`src/rtl/simple_pkg.sv`:
```
// Shared encodings for the branch/flag unit: condition codes, flag bit
// positions within {S,Z,C,V}, and the branch FSM state type.
package simple_pkg;

  localparam int unsigned FLAG_S = 3;
  localparam int unsigned FLAG_Z = 2;
  localparam int unsigned FLAG_C = 1;
  localparam int unsigned FLAG_V = 0;

  typedef enum logic [2:0] {
    COND_EQ     = 3'b000,
    COND_LT     = 3'b001,
    COND_LE     = 3'b010,
    COND_NE     = 3'b011,
    COND_ALWAYS = 3'b100,
    COND_CS     = 3'b101,
    COND_MI     = 3'b110,
    COND_NEVER  = 3'b111
  } cond_e;

  typedef enum logic [1:0] {
    ST_IDLE = 2'b00,
    ST_HOLD = 2'b01,
    ST_RESP = 2'b10
  } state_e;

endpackage

```
`src/rtl/cond_eval.sv`:
```
// Combinational branch condition evaluation against an {S,Z,C,V} flag word.
module cond_eval
  import simple_pkg::*;
(
  input  logic [3:0] flags,
  input  logic [2:0] cond,
  output logic       taken
);

  logic s, z, c, v;

  always_comb begin
    s     = flags[FLAG_S];
    z     = flags[FLAG_Z];
    c     = flags[FLAG_C];
    v     = flags[FLAG_V];
    taken = 1'b0;
    unique case (cond_e'(cond))
      COND_EQ:     taken = z;
      COND_LT:     taken = s ^ v;
      COND_LE:     taken = z | (s ^ v);
      COND_NE:     taken = ~z;
      COND_ALWAYS: taken = 1'b1;
      COND_CS:     taken = c;
      COND_MI:     taken = s;
      COND_NEVER:  taken = 1'b0;
      default:     taken = 1'b0;
    endcase
  end

endmodule

```
`src/rtl/branch_flag_unit.sv`:
```
// Flag register plus a single-entry branch resolver with valid/ready
// handshakes on both the request and result sides.
module branch_flag_unit
  import simple_pkg::*;
#(
  parameter int DISP_W = 8
) (
  input  logic              clk,
  input  logic              rst,
  input  logic [3:0]        szcv_in,
  input  logic              flag_we,
  input  logic              br_valid,
  output logic              br_ready,
  input  logic [2:0]        br_cond,
  input  logic [DISP_W-1:0] br_disp,
  input  logic [15:0]       pc,
  output logic              res_valid,
  input  logic              res_ready,
  output logic              taken,
  output logic [15:0]       target,
  output logic [3:0]        flags
);

  state_e            state;
  logic [2:0]        cond_q;
  logic [DISP_W-1:0] disp_q;
  logic [15:0]       pc_q;

  logic [2:0]        cond_sel;
  logic [DISP_W-1:0] disp_sel;
  logic [15:0]       pc_sel;
  logic signed [15:0] disp_ext;
  logic [15:0]       next_pc;
  logic [15:0]       br_target;
  logic              eval_taken;

  // Reset gates ready so no request can be accepted while rst is held.
  assign br_ready = (state == ST_IDLE) & ~rst;

  always_ff @(posedge clk or posedge rst) begin
    if (rst) flags <= '0;
    else if (flag_we) flags <= szcv_in;
  end

  // One evaluator serves both paths: live request in IDLE, latched one in HOLD.
  always_comb begin
    cond_sel  = (state == ST_IDLE) ? br_cond : cond_q;
    disp_sel  = (state == ST_IDLE) ? br_disp : disp_q;
    pc_sel    = (state == ST_IDLE) ? pc      : pc_q;
    disp_ext  = 16'(signed'(disp_sel));
    next_pc   = pc_sel + 16'd1;
    br_target = next_pc + disp_ext;
  end

  cond_eval u_cond_eval (
    .flags (flags),
    .cond  (cond_sel),
    .taken (eval_taken)
  );

  always_ff @(posedge clk or posedge rst) begin
    if (rst) begin
      state     <= ST_IDLE;
      res_valid <= 1'b0;
      taken     <= 1'b0;
      target    <= '0;
      cond_q    <= '0;
      disp_q    <= '0;
      pc_q      <= '0;
    end else begin
      unique case (state)
        ST_IDLE: begin
          if (br_valid) begin
            cond_q <= br_cond;
            disp_q <= br_disp;
            pc_q   <= pc;
            if (flag_we) begin
              state <= ST_HOLD;
            end else begin
              taken     <= eval_taken;
              target    <= eval_taken ? br_target : next_pc;
              res_valid <= 1'b1;
              state     <= ST_RESP;
            end
          end
        end
        ST_HOLD: begin
          taken     <= eval_taken;
          target    <= eval_taken ? br_target : next_pc;
          res_valid <= 1'b1;
          state     <= ST_RESP;
        end
        ST_RESP: begin
          if (res_ready) begin
            res_valid <= 1'b0;
            state     <= ST_IDLE;
          end
        end
        default: state <= ST_IDLE;
      endcase
    end
  end

endmodule

```
`config.mk`:
```
export PLATFORM = sky130hd
export DESIGN_NAME = branch_flag_unit
export DESIGN_NICKNAME = d
export VERILOG_FILES = /design/src/rtl/simple_pkg.sv /design/src/rtl/cond_eval.sv /design/src/rtl/branch_flag_unit.sv
export SDC_FILE = /design/constraint.sdc
export NUM_CORES = 1
export LEC_CHECK = 0
export CAP_MARGIN = 5
export CORE_MARGIN = 2
export CORE_UTILIZATION = 54
export DETAILED_ROUTE_END_ITERATION = 16
export PLACE_DENSITY = 0.82
export RECOVER_POWER = 25
export SLEW_MARGIN = 10
export SYNTH_ARGS = -nofsm -noshare
export SYNTH_HDL_FRONTEND = slang
export SYNTH_HIERARCHICAL = 1
export SYNTH_SLANG_ARGS = --single-unit
```
`constraint.sdc`:
```
create_clock -name clk -period 4.8 [get_ports clk]
set_clock_uncertainty 0.15 [all_clocks]
set_input_delay 1.44 -clock clk [delete_from_list [all_inputs] [get_ports clk]]
set_output_delay 1.44 -clock clk [all_outputs]
set_load 0.005 [all_outputs]
```
==> After elaboration in Yosys (flattened, before gate mapping) <==
Cells that the tools add are included.
{ "op_classes": {"addsub": 2, "n_mul": 0, "div": 0, "n_lt_le_gt_ge": 0, "eq_ne": 12, "shift": 0, "muxes": 19, "n_bitwise": 5, "reduce_logical": 8} }
{ "op_table": {"columns": ["operator", "count"], "rows": [
  ["$mux 16", 4],
  ["$pmux 16 s2", 1],
  ["$add 16x1->16 const B", 1],
  ["$add 16x16->16", 1],
  ["$eq 3x3->1 const B", 4],
  ["$mux 8", 1],
  ["$pmux 1 s8", 1],
  ["$eq 3x2->1 const B", 2],
  ["$mux 2", 3],
  ["$ne 2x2->1 const B", 3],
  ["$pmux 2 s3", 1],
  ["$mux 1", 5],
  ["$reduce_and 2->1", 2],
  ["$reduce_and 4->1", 1],
  ["$eq 3x1->1 const B", 1],
  ["$logic_not 3->1", 1],
  ["$mux 3", 1],
  ["$pmux 1 s3", 1],
  ["$reduce_and 3->1", 1],
  ["$reduce_bool 3->1", 1],
  ["$eq 2x1->1 const B", 1],
  ["$eq 2x2->1 const B", 1],
  ["$logic_not 2->1", 1],
  ["$not 1->1", 2],
  ["other kinds (5)", 5]
]} }
{ "word_totals": {"regBits": 51, "latch_bits": 0, "ramBits": 0, "mem_bits_ro": 0, "in_bits": 36, "elab_cells": 54, "n_memories": 0} }

==> Longest topological paths before layout <==
Gate-level depths: netlist of run 1.
{ "logic_depth": {"word_depth": 8, "depth_mapped": 18, "depth_no_buf": 16} }

==> Hierarchy <==
Netlist of run 1, hierarchy kept.
{ "modules_own_cells": {"columns": ["module", "n_inst", "cells_per_inst", "area_each_um2", "seq_area_each_um2"], "rows": [
  ["branch_flag_unit", 1, 329, 3450.8, 1276.2],
  ["cond_eval", 1, 9, 66.3, 0.0]
]} }

==> Least setup slack after synthesis of run 1 <==
OpenSTA, ideal clock, no wires.
{ "synth_timing": {"path_type": "input to register", "start": "in pc[0]", "end": "reg target[15]", "setup_time_ns": 0.082, "arrival_ns": 4.441, "required_ns": 4.568, "path_slack_ns": 0.127, "stages": 15, "path_buffers": 0, "cell_sequence": "or3b_1 nand2_1 ha_1 o21a_2 nand3b_4 or4b_4 xor2_1 ha_1 a21oi_1 o21ai_0 a221oi_1 o21ai_0 xor2_1 a21o_1 a31oi_1"} }
{ "synth_between": {"elab_chain_cells": 7} }
{ "synth_lines": {"columns": ["item", "line", "source"], "rows": [
  ["from (decl)", "branch_flag_unit.sv:16", "input logic [15:0] pc,"],
  ["$mux 16 (*)", "branch_flag_unit.sv:49", "pc_sel = (state == ST_IDLE) ? pc : pc_q;"],
  ["$add 16x1->16 (*)", "branch_flag_unit.sv:51", "next_pc = pc_sel + 16'd1;"],
  ["$add 16x16->16", "branch_flag_unit.sv:52", "br_target = next_pc + disp_ext;"],
  ["$mux 16 (*)", "branch_flag_unit.sv:81, branch_flag_unit.sv:89", null],
  ["$mux 16", "branch_flag_unit.sv:77", "if (flag_we) begin"],
  ["$mux 16", "branch_flag_unit.sv:73", "if (br_valid) begin"],
  ["$pmux 16 s2 (*)", "branch_flag_unit.sv:71", "unique case (state)"],
  ["to (signal assigned)", "branch_flag_unit.sv:81", "target <= eval_taken ? br_target : next_pc;"],
  ["to (signal assigned)", "branch_flag_unit.sv:89", "target <= eval_taken ? br_target : next_pc;"],
  ["to (decl)", "branch_flag_unit.sv:20", "output logic [15:0] target,"]
]} }
Mark *: on every way between the ends. The rest lies on a longest branch, timed or not. The select of a mux whose other input is x is not followed.
A chain may end at the register's enable or synchronous reset.

==> Worst setup path in the final report of run 1 <==
{ "layout_timing": {"start": "in pc[0]", "end": "reg target[13]"} }
The elaborated chain is that of the path after synthesis.

==> impl_metrics.env, run 1 <==
export IMPL_status="complete, but fails checks"
export IMPL_violations="capacitance limit, slew limit"
export IMPL_synth_fa_ha_area_frac=0.0626
export IMPL_grt_pass1_vias=2934
export IMPL_synth_compound_area_frac=0.150
export IMPL_yosysSeqAreaShare=0.363
export IMPL_antenna_left=0
export IMPL_yosys_register_bits=51
export IMPL_synthXorXnorAreaFrac=0.0672
export IMPL_core_area_sq_um=6310
export IMPL_ys_types=55
export IMPL_syn_nets=391
export IMPL_cts_buffers=5
export IMPL_timing_fmax_mhz=215
export IMPL_worst_pin_slew_ns=1.92
export IMPL_critPathTopFamily="simple AND/OR/NAND/NOR gates"
export IMPL_crit_chain="dlygate4sd2_1, or3b_4, nand2_4, ha_4, o21a_4, nand3b_4, or4b_4, xor2_2, ha_1, buf_4, and3_2, nor3b_1, o41ai_1, xor2_1, o21ai_0"
export IMPL_crit_path_start_kind="primary input"
export IMPL_finalInstanceArea_sq_um=4610
export IMPL_place_area_sq_um=4470
export IMPL_leakagePower_nw=2.02
export IMPL_crit_arrival_ns=4.68
export IMPL_worst_ep_required_time_ns=4.83
export IMPL_dp_slack_ns=-0.546
export IMPL_place_inst=507
export IMPL_synthMuxAreaShare=0.195
export IMPL_wirelength_mm=8.26
export IMPL_clock_path_buffers=2
export IMPL_final_max_slew_viol_count=52
export IMPL_slowest_delay_ns=0.53
export IMPL_vias=2940
export IMPL_finalSetupTns_ns=0
export IMPL_synth_top_family_by_area="multiplexers"
export IMPL_clockRootBuffer="clkbuf_8"
export IMPL_wl_per_cell_um=16.0
export IMPL_critPathBufInv=2
export IMPL_synth_area_per_cell_sq_um=10.4
export IMPL_synth_simple_area_share=0.133
export IMPL_synth_top_area_share=0.363
export IMPL_grt_pass1_wl_mm=13.9
export IMPL_fp_dieH_um=84.7
export IMPL_hold_viol_final=0
export IMPL_worstSkewPairLatency_ns=0.31
export IMPL_io_buffers=58
export IMPL_cts_sinks=51
export IMPL_num_rows=29
export IMPL_worstSetupEndpointType="flip-flop"
export IMPL_path_clk_slew_ns=0.09
export IMPL_overflow=0
export IMPL_synth_edf_count=0
export IMPL_ys_warnings_count=6
export IMPL_areaGrowthSynthToFinish_pct=31.1
export IMPL_fin_ws_ns=0.148
export IMPL_rsz0062_at_grt="no"
export IMPL_die_area_sq_um=7170
export IMPL_vdd_ir_drop_max_uv=293
export IMPL_instances_no_fill=516
export IMPL_postSynthCellCount=338
export IMPL_firstDrtPassIters=4
export IMPL_die_w_um=84.7
export IMPL_dpl_hpwl_mm=6.31
export IMPL_initial_core_util=0.557
export IMPL_cts_htree_levels=2
export IMPL_synth_area_leader_cell="dfrtp_1"
export IMPL_slew_headroom=-0.282
export IMPL_crit_type="in2reg"
export IMPL_min_period_ns=4.65
export IMPL_finalSetupViolations=0
export IMPL_p_per_area_nw_per_um2=552
export IMPL_grt_max_degree=52
export IMPL_max_cap_violations=1
export IMPL_grt_use_total=0.240
export IMPL_ios=59
export IMPL_synth_area_leaders="dfrtp_1, mux2_2, ha_1"
export IMPL_cts_tree="done"
export IMPL_slowest_stage="or4b_4"
export IMPL_ys_async_sr_fraction=1.00
export IMPL_routed_via_density=5.70
export IMPL_ys_flop_type="dfrtp_1"
export IMPL_crit_fanout=4
export IMPL_antenna_found_initial=0
export IMPL_nNetsFinal=491
export IMPL_gp_congestion=0.869
export IMPL_drive_gt1_frac=0.267
export IMPL_hp_class="reg2reg"
export IMPL_n_antenna_cell=0
export IMPL_synthesis_area_sq_um=3520
export IMPL_finalCritPeriodShare=0.969
export IMPL_drtIter0Drc=202
export IMPL_drc=0
## path summary, 6_finish.rpt
path	depth (start not counted)	slack (ns)	from	end
hold reg to reg	2	0.33	taken	taken
max in group asynchronous	2	1.32	rst	target[15]
setup reg to reg	11	0.68	state[1]	target[13]
setup / recovery	15	0.15	pc[0]	target[13]
min in group asynchronous	2	2.06	rst	target[3]
hold / removal	2	0.33	taken	taken
## synth_stat cells (2+ instances only)
cell	instances
o21a_1	5
dfrtp_1	51
nor2_1	13
nand2b_1	4
nand2_1	31
nor3_1	5
a211oi_1	2
inv_1	7
xnor2_1	8
clkbuf_1	6
a31oi_1	5
a21o_1	8
nor2b_1	3
o21ai_0	20
a22oi_1	5
nor3b_2	2
a21oi_1	10
nand3b_1	2
xor2_1	19
nand4bb_1	3
nand3_1	6
and3_1	2
buf_6	2
mux2i_1	19
mux2_2	44
o22ai_1	2
buf_4	3
o211ai_1	9
ha_1	16
## cell usage in the layout, fill, tap and decap left out, types with 2 or more instances in the layout
cell type,netlist,layout
mux2_2,44,44
nand3_1,6,6
ha_1,16,15
nor3_1,5,5
nand2_1,31,30
clkdlybuf4s50_1,0,55
a21o_1,8,8
o22ai_1,2,2
nand2b_1,4,4
o211ai_1,9,9
o21a_1,5,5
dfrtp_1,51,51
nand3b_1,2,2
a21oi_1,10,9
nor2b_1,3,3
dlygate4sd3_1,0,2
mux2i_1,19,19
xor2_1,19,18
buf_4,3,47
inv_1,7,7
o21ai_1,1,3
a22oi_1,5,5
nor3b_2,2,2
clkbuf_1,6,2
nand4bb_1,3,3
a31oi_1,5,5
nor2_1,13,13
a211oi_1,2,2
o21ai_0,20,18
clkbuf_8,0,5
xnor2_1,8,8
## stage by stage
| stage | hold WS [ns] | total power, mW | utilization |
|---|---|---|---|
| floorplan | 0.321 | 1.63 | - |
| global placement | 0.312 | 2.19 | 0.708 |
| global route | 0.377 | 2.74 | 0.730 |
| CTS | 0.339 | 2.53 | 0.729 |
| finish | 0.334 | 2.54 | 0.730 |
| detailed placement | 0.317 | 2.25 | 0.708 |
## cell families after synthesis
family / count (synthesis)
and+or+nand+nor: 82
AOI/OAI and AO/OA: 78
muxes: 63
DFF: 51
xor gates and xnor gates: 27
buffers and inverters: 20
adders and majority gates: 17
## report_power, final
part / total, mW / switching [mW] / internal [mW] / leakage (nW)
logic: 1.60 / 0.728 / 0.873 / 1.38
registers: 0.686 / 0.106 / 0.580 / 0.607
clock network: 0.255 / 0.150 / 0.105 / 0.0418
total: 2.54 / 0.984 / 1.56 / 2.02
## tightest hold or removal path: stages, from the launching register on
cell	delay (ns)
dfrtp_1	0.35
nand2_1	0.05
nand2_1	0.05
## repair_timing
item                                    in CTS  in global routing
hold buffers                                 0                  0
hold endpoints to repair                     0                  0
endpoints found under the setup margin       6                  1
gates resized for setup                     10                  3
pin swaps                                    6                  2
buffers inserted                             1                  0
cloned                                       0                  0
## area by class of cell
cell class,instances,area (sq um)
Multi-Input combinational cell,267,2190
Clock inverter,2,16.3
Inverter,7,26.3
Fill cell,482,1700
Timing Repair Buffer,106,936
Sequential cell,51,1280
Tap cell,77,96.3
Clock buffer,6,72.6
## layer usage
layer	vias up	GRT usage	wire, um
met4	0	0.0779	163
met3	17	0.0334	267
met1	1427	0.313	3700
li1	1429	-	-
met5	-	0	0
met2	67	0.413	4120
## flip-flops by register name, indices dropped and copies added, names as in the netlist
signal	cells
state	2
taken	1
res_valid	1
disp_q	8
pc_q	16
flags	4
target	16
cond_q	3
(Power assumes the default switching activity.)
==> run 2, diff against run 1 <==
Settings changed: HOLD_SLACK_MARGIN set to 0.1, RECOVER_POWER 25 to 100.
==> run 2 against run 1 <==
Net effect:
- routed wire length up 0.34%
- clock power hardly changed
- worst setup slack about the same
- the flow still finishes with violations (capacitance limit, slew limit)
- sequential cell count did not move
- first-iteration DRC count decreased by 0.50%
- critical path type unchanged
- core utilization shrank 0.18 points
- fmax hardly changed
- highest routed layer unchanged
- final area down 0.24%
- combinational power decreased by 3%
- largest power group unchanged
- worst hold slack lost 0.0054 ns
==> impl_metrics.env, run 2 (synthesis gave the netlist of run 1 again) <==
export IMPL_crit_fanout=4
export IMPL_die_w_um=84.7
export IMPL_dpl_hpwl_mm=6.31
export IMPL_vdd_ir_drop_max_uv=279
export IMPL_areaGrowthSynthToFinish_pct=30.7
export IMPL_cts_buffers=5
export IMPL_crit_arrival_ns=4.68
export IMPL_crit_path_start_kind="primary input"
export IMPL_firstDrtPassIters=4
export IMPL_register_area_sq_um=1280
export IMPL_drtIter0Drc=201
export IMPL_seqPwrFrac=0.273
export IMPL_slew_headroom=-0.276
export IMPL_drive_gt1_frac=0.257
export IMPL_clock_path_buffers=2
export IMPL_grt_pass1_vias=2934
export IMPL_ios=59
export IMPL_worstSkewPairLatency_ns=0.31
export IMPL_antenna_found_initial=0
export IMPL_p_per_area_nw_per_um2=544
export IMPL_finalCritPeriodShare=0.969
export IMPL_routed_via_density=5.70
export IMPL_wl_per_cell_um=16.1
export IMPL_leakagePower_nw=2.03
export IMPL_grt_max_degree=52
export IMPL_hold_ws_ns=0.329
export IMPL_grt_use_total=0.240
export IMPL_wirelength_mm=8.28
export IMPL_finalInstanceArea_sq_um=4600
export IMPL_p_clk_frac=0.102
export IMPL_fp_dieH_um=84.7
export IMPL_path_clk_slew_ns=0.09
export IMPL_cts_tree="done"
export IMPL_finalSetupViolations=0
export IMPL_mostFrequentLayoutCell="dfrtp_1"
export IMPL_critPathBufInv=2
export IMPL_rsz0062_at_grt="no"
export IMPL_final_max_slew_viol_count=52
export IMPL_crit_chain="dlygate4sd2_1, or3b_4, nand2_4, ha_4, o21a_4, nand3b_4, or4b_4, xor2_2, ha_1, buf_4, and3_2, nor3b_1, o41ai_1, xor2_1, o21ai_0"
export IMPL_status="complete, but fails checks"
export IMPL_hp_class="reg2reg"
export IMPL_initial_core_util=0.557
export IMPL_io_buffers=58
export IMPL_internal_power_mw=1.52
export IMPL_antenna_left=0
export IMPL_critPathTopFamily="simple AND/OR/NAND/NOR gates"
export IMPL_swShare=0.392
export IMPL_num_rows=29
export IMPL_top_regs="pc_q: 16 flops, target: 16 flops, disp_q: 8 flops"
export IMPL_n_antenna_cell=0
export IMPL_core_area_sq_um=6310
export IMPL_worst_ep_required_time_ns=4.83
export IMPL_pwr_share_comb=0.625
export IMPL_clockRootBuffer="clkbuf_8"
export IMPL_overflow=0
export IMPL_vias=2943
export IMPL_instances_no_fill=516
export IMPL_grt_pass1_wl_mm=13.9
export IMPL_die_area_sq_um=7170
export IMPL_slowest_delay_ns=0.53
export IMPL_gp_congestion=0.869
export IMPL_violations="capacitance limit, slew limit"
export IMPL_worstSetupEndpointType="flip-flop"
export IMPL_slowest_stage="or4b_4"
export IMPL_place_inst=507
export IMPL_cts_sinks=51
export IMPL_multi_input_area_sq_um=2190
export IMPL_crit_type="in2reg"
export IMPL_p_sw_mw=0.981
export IMPL_final_cell_mix="dfrtp_1, mux2_2, buf_4"
export IMPL_hold_viol_final=0
export IMPL_timing_fmax_mhz=215
export IMPL_nNetsFinal=491
export IMPL_min_period_ns=4.65
export IMPL_drc=0
export IMPL_fillers=484
export IMPL_place_area_sq_um=4470
export IMPL_cts_htree_levels=2
export IMPL_worst_pin_slew_ns=1.91
export IMPL_max_cap_violations=1
[run 2: cell count changes in the layout (fill, tap and decap cells not counted)]
| cell | delta |
|---|---|
| and2_0 | +1 |
| mux2_1 | +1 |
| buf_4 | -4 |
| clkdlybuf4s50_1 | -25 |
| clkbuf_4 | +1 |
| clkbuf_1 | +3 |
| dlygate4sd3_1 | +25 |
| mux2_2 | -1 |
| and2_1 | -1 |
[run 2: path summary, 6_finish.rpt]
check / startpoint / to / slack [ns] / depth (start not counted)
max: pc[0] / target[13] / 0.15 / 15
min: taken / taken / 0.33 / 2
max reg2reg: state[0] / target[13] / 0.69 / 11
min reg2reg: taken / taken / 0.33 / 2
max in group asynchronous: rst / target[15] / 1.33 / 2
min in group asynchronous: rst / target[3] / 2.06 / 2
[run 2: area by class of cell]
cell class,instances,share of cell area
clock buffer,6,0.0158
clock inverter,2,0.00354
inverter,7,0.00571
multi-input combinational,267,0.475
sequential,51,0.278
tap,77,0.0210
timing repair buffer,106,0.201
[run 2: what timing repair did]
item                                    CTS  global route
gates cloned                              0             0
hold buffers                              0             0
buffers inserted                          1             0
pin swaps                                 6             2
gates resized for setup                  10             3
endpoints found under the setup margin    6             1
[run 2: routing by layer]
layer | part of all wire | up-vias | track usage
met4 | 0.020 | 0 | 0.0779
met2 | 0.50 | 86 | 0.413
met5 | 0 | - | 0
met3 | 0.038 | 16 | 0.0334
met1 | 0.44 | 1406 | 0.313
li1 | - | 1435 | -
[run 2: stage by stage]
| stage | util | total power [mW] | setup slack (ns) | setup TNS, ns |
|---|---|---|---|---|
| floorplan | - | 1.63 | 0.127 | 0 |
| global placement | 0.708 | 2.19 | -0.382 | -1.81 |
| detailed placement | 0.708 | 2.25 | -0.546 | -2.95 |
| CTS | 0.729 | 2.53 | 0.169 | 0 |
| global route | 0.728 | 2.70 | 0.00513 | 0 |
| finish | 0.728 | 2.50 | 0.148 | 0 |
[run 2: power groups by stage]
stage	Clock [mW]	Sequential (mW)	Combinational [mW]
after floorplan	0	0.665	0.965
after global placement	0	0.682	1.51
after detailed placement	0	0.694	1.55
after CTS	0.262	0.685	1.58
after global routing	0.282	0.707	1.71
final	0.255	0.683	1.56
[run 2: worst min-delay path: stages (launching register included)]
cell and delay [ns]:
dfrtp_1 0.35, nand2_1 0.05, nand2_1 0.05
==> run 3, diff against run 2 <==
Settings changed: PLACE_DENSITY 0.82 to unset, PLACE_DENSITY_LB_ADDON set to 0.1.
==> run 3 against run 2 <==
Net effect:
- the run still ends with capacitance limit, slew limit left
- core utilization up 1.4 points
- routed wire length down 2.1%
- non-clock buffer count up 11
- global-route usage down 0.88 points
- sequential cell count unchanged
- worst hold slack better by 0.0022 ns
- combinational power up 4%
- via count up 0.88%
- fmax about the same
- clock power about the same
- sequential power down 1%
- power up 2.4%
- critical endpoint unchanged
==> impl_metrics.env, run 3 (synthesis gave the netlist of run 1 again) <==
export IMPL_hold_ws_ns=0.331
export IMPL_drive_gt1_frac=0.276
export IMPL_cts_buffers=5
export IMPL_instances_no_fill=527
export IMPL_grt_max_degree=52
export IMPL_swShare=0.388
export IMPL_mostFrequentLayoutCell="dfrtp_1"
export IMPL_areaGrowthSynthToFinish_pct=33.3
export IMPL_hold_viol_final=0
export IMPL_path_clk_slew_ns=0.10
export IMPL_crit_fanout=3
export IMPL_n_antenna_cell=0
export IMPL_antenna_left=0
export IMPL_fp_dieH_um=84.7
export IMPL_routed_via_density=5.63
export IMPL_cts_tree="done"
export IMPL_worstSkewPairLatency_ns=0.32
export IMPL_ios=59
export IMPL_status="complete, but fails checks"
export IMPL_grt_use_total=0.231
export IMPL_internal_power_mw=1.57
export IMPL_slew_headroom=-0.298
export IMPL_ctsHoldBuffers=0
export IMPL_worst_ep_required_time_ns=4.85
export IMPL_max_cap_violations=1
export IMPL_finalCritPeriodShare=0.969
export IMPL_worst_pin_slew_ns=1.94
export IMPL_final_cell_mix="dfrtp_1, buf_4, mux2_2"
export IMPL_place_inst=508
export IMPL_fillers=458
export IMPL_dp_slack_ns=-0.497
export IMPL_place_area_sq_um=4490
export IMPL_grt_pass1_wl_mm=13.4
export IMPL_finalSetupTns_ns=0
export IMPL_final_core_util=0.743
export IMPL_top_regs="pc_q: 16 flops, target: 16 flops, disp_q: 8 flops"
export IMPL_violations="capacitance limit, slew limit"
export IMPL_drc=0
export IMPL_crit_arrival_ns=4.70
export IMPL_worstSetupEndpointType="flip-flop"
export IMPL_reg2regPathDepth=15
export IMPL_cts_sinks=51
export IMPL_num_rows=29
export IMPL_wirelength_mm=8.11
export IMPL_initial_core_util=0.557
export IMPL_core_area_sq_um=6310
export IMPL_p_sw_mw=0.994
export IMPL_crit_path_start_kind="primary input"
export IMPL_io_buffers=58
export IMPL_p_clk_frac=0.101
export IMPL_seqPwrFrac=0.263
export IMPL_min_period_ns=4.65
export IMPL_cts_htree_levels=2
export IMPL_finalPower_mw=2.56
export IMPL_drtIter0Drc=87
export IMPL_die_w_um=84.7
export IMPL_hold_depth=2
export IMPL_dpl_hpwl_mm=6.00
export IMPL_crit_type="in2reg"
export IMPL_clockRootBuffer="clkbuf_8"
export IMPL_timing_fmax_mhz=215
export IMPL_vdd_ir_drop_max_uv=322
export IMPL_hp_class="reg2reg"
export IMPL_grt_pass1_vias=2876
export IMPL_final_max_slew_viol_count=52
export IMPL_gp_congestion=0.856
export IMPL_finalSetupViolations=0
export IMPL_fin_ws_ns=0.151
export IMPL_overflow=0
export IMPL_nNetsFinal=502
export IMPL_pwr_share_comb=0.636
export IMPL_wl_per_cell_um=15.4
export IMPL_antenna_found_initial=0
export IMPL_rsz0062_at_grt="no"
export IMPL_vias=2969
export IMPL_finalInstanceArea_sq_um=4690
export IMPL_firstDrtPassIters=4
export IMPL_clock_path_buffers=2
export IMPL_die_area_sq_um=7170
export IMPL_leakagePower_nw=2.09
export IMPL_p_per_area_nw_per_um2=546
run 3: changes by cell type in the layout (fill, tap and decap cells not counted), moves of 2 or more:
cell	before	now
clkbuf_4	1	4
buf_4	43	48
o21ai_1	3	5
o21ai_0	18	16
clkinv_2	0	2
run 3: power by group through the flow:
stage	combinational, mW	sequential (mW)	clock (mW)
2_1_floorplan	0.965	0.665	0
3_5_place_dp	1.55	0.688	0
5_1_grt	1.79	0.694	0.281
6_report	1.63	0.674	0.258
4_1_cts	1.64	0.677	0.267
3_3_place_gp	1.51	0.678	0
run 3: area by class of cell:
class	count	area (sq um)	share of cell area
multi-input cells	267	2180	0.466
repair buffers	117	1020	0.217
well taps	77	96.3	0.0205
flip-flops and latches	51	1280	0.272
inverters	7	26.3	0.00560
clock inverters	3	18.8	0.00400
clock buffers	5	68.8	0.0147
run 3: worst max-delay path, stage by stage:
cell and delay (ns):
dlygate4sd2_1 0.21, or3b_1 0.36, nand2_1 0.10, ha_1 0.20, o21a_4 0.16, nand3b_4 0.08
or4b_4 0.50, xor2_2 0.16, ha_1 0.35, buf_6 0.13, and3_4 0.17, nor3b_1 0.14
o41ai_1 0.43, xor2_1 0.18, o21ai_1 0.09
run 3: layer usage:
layer | vias to the layer above | GRT usage | wire [um]
met1 | 1445 | 0.298 | 3740
met5 | - | 0 | 0
met3 | 9 | 0.0374 | 235
met2 | 57 | 0.404 | 4040
met4 | 0 | 0.0606 | 96
li1 | 1458 | - | -
run 3: timing repair:
action / in CTS / in global routing
buffers inserted: 11 / 0
pin swaps: 11 / 1
endpoints found under the setup margin: 5 / 5
resized for setup: 10 / 5
run 3: worst paths after layout:
check	startpoint	to	slack, ns
worst max-delay path	pc[0]	target[13]	0.15
worst min-delay path	target[2]	target[2]	0.33
worst max register to register	state[1]	target[13]	0.64
worst min register to register	target[2]	target[2]	0.33
max in group asynchronous	rst	target[14]	1.31
min in group asynchronous	rst	target[3]	2.07
==> RTL edit 1: new RTL, config.mk and constraints of run 1 <==
`DISP_W`: 8 -> 6.
--- a/src/rtl/branch_flag_unit.sv
+++ b/src/rtl/branch_flag_unit.sv
@@ -3,7 +3,7 @@
 module branch_flag_unit
   import simple_pkg::*;
 #(
-  parameter int DISP_W = 8
+  parameter int DISP_W = 6
 ) (
   input  logic              clk,
   input  logic              rst,
Ports: changed (resized br_disp); port bits go from 59 to 57. No check against the original RTL was run, so the function may have changed too.
==> RTL edit 1 against run 1 <==
- worst hold slack improved by 0.00076 ns
- cell area decreased by 2.1%
- sequential cell count decreased by 2
- routed wire length increased by 1.9%
- highest routed layer unchanged
- area after synthesis decreased by 1.1%
- combinational power increased by 2%
- worst setup slack got worse by 0.0052 ns
- register-to-register slack improved by 0.24 ns
- global-route usage increased by 0.92 points
- critical endpoint is now target[14]
- largest power group unchanged
- clock power decreased by 5%
- the flow still finishes with violations (capacitance limit, slew limit)
- total power increased by 0.21%
==> RTL edit 1: results (changes against run 1) <==
The run finished, with violations left. Violations in the final reports: capacitance limit, slew limit (unchanged). The fraction of the mapped netlist area in compound gates was 17.2% (was 15.0%). Top post-synthesis cells by area: dfrtp_1 35%, mux2_2 9.7%, nand2_1 6.5% (was dfrtp_1 36%, mux2_2 14%, ha_1 5.7%).

The logs give 14.4 mm (was 13.9 mm) for the first-pass GRT wire length and 0.665 mW (was 0.686 mW) for the power of the sequential group. For the share of synthesized area occupied by flip-flops and latches, the log shows 35.3% (was 36.3%). Non-clock buffer share of cell area: 19.4% (was 20.3%). For the final critical-path setup slack, the log shows 0.143 ns (was 0.148 ns).

The power consumed by the clock network was 0.242 mW (was 0.255 mW); the count of filler cells inserted in the layout was 481 (was 482). The run gives 56 (was 55) as the count of different cell masters after synthesis. The reg-to-reg startpoint was state[0] (was state[1]). For the area occupied by multi-input gates, the log shows 2200 um^2 (was 2190 um^2). The adder and majority cell fraction of the synthesized area is 6.33% (was 6.26%). Family of cells with the greatest summed delay on the critical path: compound AO/OA/AOI/OAI gates (was simple AND/OR/NAND/NOR gates).

The slack of the worst reg-to-reg path is 0.92 ns (was 0.68 ns), and the all-layer global routing usage is 25.0% (was 24.0%). The run gives 50 (was 52) as the final number of max-transition violations. Count of sequential standard cells: 49 (was 51). The relative slew slack is -23.7% (was -28.2%), and the sequential share of cell area is 27.2% (was 27.7%).

The run gives 1 (unchanged) as the number of maximum-capacitance violations. Registers with the highest flip-flop counts: pc_q: 16 flops, target: 16 flops, disp_q: 6 flops (was pc_q: 16 flops, target: 16 flops, disp_q: 8 flops). The number of cells traversed by the worst register-to-register path is 16 (was 11), and the clock buffer count in the final layout is 7 (was 6). For the maximum number of pins on one net before global-route repair, the log shows 50 (was 52). Most common library cells after synthesis: 60 x nand2_1, 49 x dfrtp_1, 30 x mux2_2 (was 51 x dfrtp_1, 44 x mux2_2, 31 x nand2_1). The share of the synthesized netlist area taken by xor and xnor gates was 6.55% (was 6.72%). The post-synthesis net count is 420 (was 391).
## RTL edit 1: cell count changes after synthesis, moves of 4 or more
| cell | run 1 | this run |
|---|---|---|
| xnor2_1 | 8 | 12 |
| buf_2 | 1 | 6 |
| xor2_1 | 19 | 14 |
| o21ai_0 | 20 | 14 |
| mux2_2 | 44 | 30 |
| nor2b_1 | 3 | 8 |
| nand2_1 | 31 | 60 |
## RTL edit 1: worst min-delay path by stage
stage,start,depth (start not counted),endpoint,slack (ns)
6_report,target[2],2,target[2],0.34
5_1_grt,target[5],2,target[5],0.38
3_3_place_gp,target[4],2,target[4],0.31
4_1_cts,taken,2,taken,0.34
3_5_place_dp,taken,2,taken,0.32
2_1_floorplan,taken,2,taken,0.32
## RTL edit 1: layer usage
metal | vias to the layer above | wire length (um)
met5 | - | 0
met4 | 0 | 77
met3 | 6 | 343
met2 | 79 | 4010
met1 | 1458 | 3980
li1 | 1511 | -
## RTL edit 1: cell families after synthesis
| logic type | count (synthesis) |
|---|---|
| buffers and inverters | 22 |
| DFF | 49 |
| muxes | 50 |
| and+or+nand+nor | 120 |
| AOI/OAI and AO/OA | 85 |
| xor gates and xnor gates | 26 |
| adders and majority gates | 17 |
## RTL edit 1: through the flow
step / hold slack [ns] / instance area [um^2] / std cells
5_1_grt: 0.384 / 4510 / 538
3_5_place_dp: 0.322 / 4370 / 528
4_1_cts: 0.344 / 4460 / 536
3_3_place_gp: 0.309 / 4370 / 528
6_report: 0.335 / 4510 / 538
2_1_floorplan: 0.323 / 3480 / 369
## RTL edit 1: timing repair
item                       in CTS  in global routing
setup endpoints to repair       0                  9
resized for setup               0                 11
setup buffers                   0                  2
==> RTL edit 2: new RTL, config.mk and constraints of run 1 <==
Made on the original files. Make the reset (`rst`) synchronous in 2 clocked blocks.
--- a/src/rtl/branch_flag_unit.sv
+++ b/src/rtl/branch_flag_unit.sv
@@ -37,7 +37,7 @@
   // Reset gates ready so no request can be accepted while rst is held.
   assign br_ready = (state == ST_IDLE) & ~rst;
 
-  always_ff @(posedge clk or posedge rst) begin
+  always_ff @(posedge clk) begin
     if (rst) flags <= '0;
     else if (flag_we) flags <= szcv_in;
   end
@@ -58,7 +58,7 @@
     .taken (eval_taken)
   );
 
-  always_ff @(posedge clk or posedge rst) begin
+  always_ff @(posedge clk) begin
     if (rst) begin
       state     <= ST_IDLE;
       res_valid <= 1'b0;
Check against the original RTL: differs if rst is asserted again (counterexample within 4 cycles, from zero or initial values and one cycle with rst high); with rst held inactive, the same outputs for 10 cycles.
==> RTL edit 2 against run 1 <==
- the run ends with setup timing left
- cell area is 8.0% higher
- sequential cell count stayed put
- register-to-register slack worse by 0.41 ns
- worst setup slack worse by 0.28 ns
- area after synthesis is 1.8% higher
- routed wire length is 43% higher
Power is not compared: it rests on default switching activity, and its combinational part moved more than twofold at a synthesized area within 25%.
==> RTL edit 2: results (changes against run 1) <==
The signal arrival time at the worst endpoint came out at 5.02 ns (was 4.68 ns). The logs give 7 (was 4) for the number of iterations in the first detailed-routing pass and 1 (was 0) for the count of final setup violators. After clock tree synthesis, the clock-pin slew on the worst setup and hold paths is 0.10 ns. The antenna diode count is 0 (unchanged). Maximum number of pins on one net before global-route repair: 50 (was 52). For the first-pass GRT wire length, the log shows 18.0 mm (was 13.9 mm).

The logs give -0.127 ns (was 0 ns) for the total negative slack for setup checks and 0.32 ns for the source-to-sink clock delay at the later pin of the worst-skew pair. Number of antenna violations at the first check in global routing: 0 (unchanged). The all-layer global routing usage was 30.9% (was 24.0%); the number of design-rule violations left by the first detailed-router iteration was 293 (was 202). Most common library cells after synthesis: 109 x nand2_1, 51 x dfxtp_1, 44 x a21oi_1 (was 51 x dfrtp_1, 44 x mux2_2, 31 x nand2_1). The placed wire-length estimate after detailed placement is 7.93 mm (was 6.31 mm).

In this run the static leakage power is 2.19 nW. Violations in the final reports: setup timing (was capacitance limit, slew limit). The run gives 6 (unchanged) as the yosys synthesis warning count. Count of different cell masters after synthesis: 59 (was 55).

The TritonCTS buffer count is 5 (unchanged), and the mean routed wirelength per cell is 17.9 um (was 16.0 um). The share of flip-flops with an asynchronous set or reset after synthesis is 0% (was 100%), and the post-synthesis net count is 523 (was 391). The quantity of I/O buffers inserted on ports was 58 (unchanged). The number of nets in the layout is 638 (was 491).

The final critical-path setup slack came out at -0.127 ns (was 0.148 ns). The layout cell share with drive strength beyond 1 was 20.3% (was 26.7%); the maximum buffer depth of the clock tree was 2 (unchanged). Registers with the highest flip-flop counts: pc_q: 16 flops, target: 16 flops, disp_q: 8 flops (unchanged).

The transition time of the tightest slew-check pin works out to 1.02 ns (was 1.92 ns). The biggest area consumer among synthesized cells was dfxtp_1 (was dfrtp_1). The number of vias in the routed layout was 4066 (was 2940); the number of global-route vias before repair was 3852 (was 2934). The worst hold-check path type is flip-flop to flip-flop (unchanged). Final weighted congestion in routability-driven placement: 0.929 (was 0.869).

The root cell of the clock tree was clkbuf_8 (unchanged). Top post-synthesis cells by area: dfxtp_1 29%, nand2_1 11%, a21oi_1 6.2% (was dfrtp_1 36%, mux2_2 14%, ha_1 5.7%). The worst-case IR drop observed on VDD is 0.212 mV. The number of levels in the clock H-tree is 2 (unchanged), and the highest net fanout along the worst path is 6 (was 4).

The run finished, with violations left. The share of synthesized area occupied by flip-flops and latches was 28.5% (was 36.3%).
[RTL edit 2: cell types whose count changed in the layout (fill, tap and decap cells not counted), sizes merged, moves of 7 or more]
| cell | change |
|---|---|
| nand2 | +78 |
| dfrtp | -51 |
| dfxtp | +51 |
| mux2 | -41 |
| a21oi | +34 |
| buf | +30 |
| nor2 | +16 |
| clkdlybuf4s50 | -15 |
| dlygate4sd3 | +13 |
| o21ai | -13 |
| nand3 | +8 |
| inv | +7 |
[RTL edit 2: routing by layer]
layer  up-vias  part of all wire (%)  global-route usage, %
li1       1918                     -                      -
met1      1895                    41                   37.5
met2       197                    49                   54.5
met3        56                   6.0                   4.67
met4         0                   4.3                   12.4
met5         -                     0                      0
[RTL edit 2: final cells by class]
type,count,area (um^2)
multi-input combinational,380,2560
inverter,14,52.6
fill,481,1410
timing repair buffer,133,1150
sequential,51,1020
tap,77,96.3
clock buffer,6,82.6
clock inverter,1,8.76
[RTL edit 2: critical path, cell delays in order]
cell and delay, ns:
clkdlybuf4s50_1 0.61, nand4bb_4 0.22, a222oi_1 0.41, buf_4 0.22, buf_4 0.12, xnor2_1 0.17
ha_1 0.32, o21ai_0 0.43, a2111oi_2 0.13, or4_4 0.52, a21o_1 0.18, a311oi_2 0.24
[RTL edit 2: worst paths after layout]
check	from	to	slack (ns)	cells after the start
min reg2reg	cond_q[1]	cond_q[1]	0.31	2
max reg2reg	state[0]	target[15]	0.27	14
max	pc[3]	target[15]	-0.13	12
min	cond_q[1]	cond_q[1]	0.31	2
[RTL edit 2: power by group]
part           internal (mW)  switching (mW)  total, mW
logic                  0.312           0.333      0.645
registers              0.458          0.0266      0.485
clock network          0.117           0.157      0.274
[RTL edit 2: kinds of logic after synthesis]
group / share of synthesized area [%]
buffers and inverters: 4.65
AND/OR/NAND/NOR: 25.6
AO/OA/AOI/OAI: 21.9
multiplexers: 7.10
XOR/XNOR: 6.12
flip-flops: 28.5
adder cells (fa/ha/maj): 6.15
[RTL edit 2: timing repair]
| item | 4_1_cts | 5_1_grt |
|---|---|---|
| hold endpoints to repair | 0 | 0 |
| endpoints found under the setup margin | 9 | 7 |
| pin swaps | 15 | 16 |
| setup buffers | 7 | 3 |
| resized for setup | 24 | 12 |
[RTL edit 2: stage by stage]
step | worst slack, ns | cell area [um^2] | std cells | hold WS, ns
CTS | -0.00974 | 4890 | 659 | 0.310
detailed placement | -0.696 | 4630 | 645 | 0.296
floorplan | 0.00983 | 3600 | 470 | 0.283
global route | -0.170 | 4980 | 662 | 0.334
finish | -0.127 | 4980 | 662 | 0.313
global placement | -0.550 | 4630 | 645 | 0.290
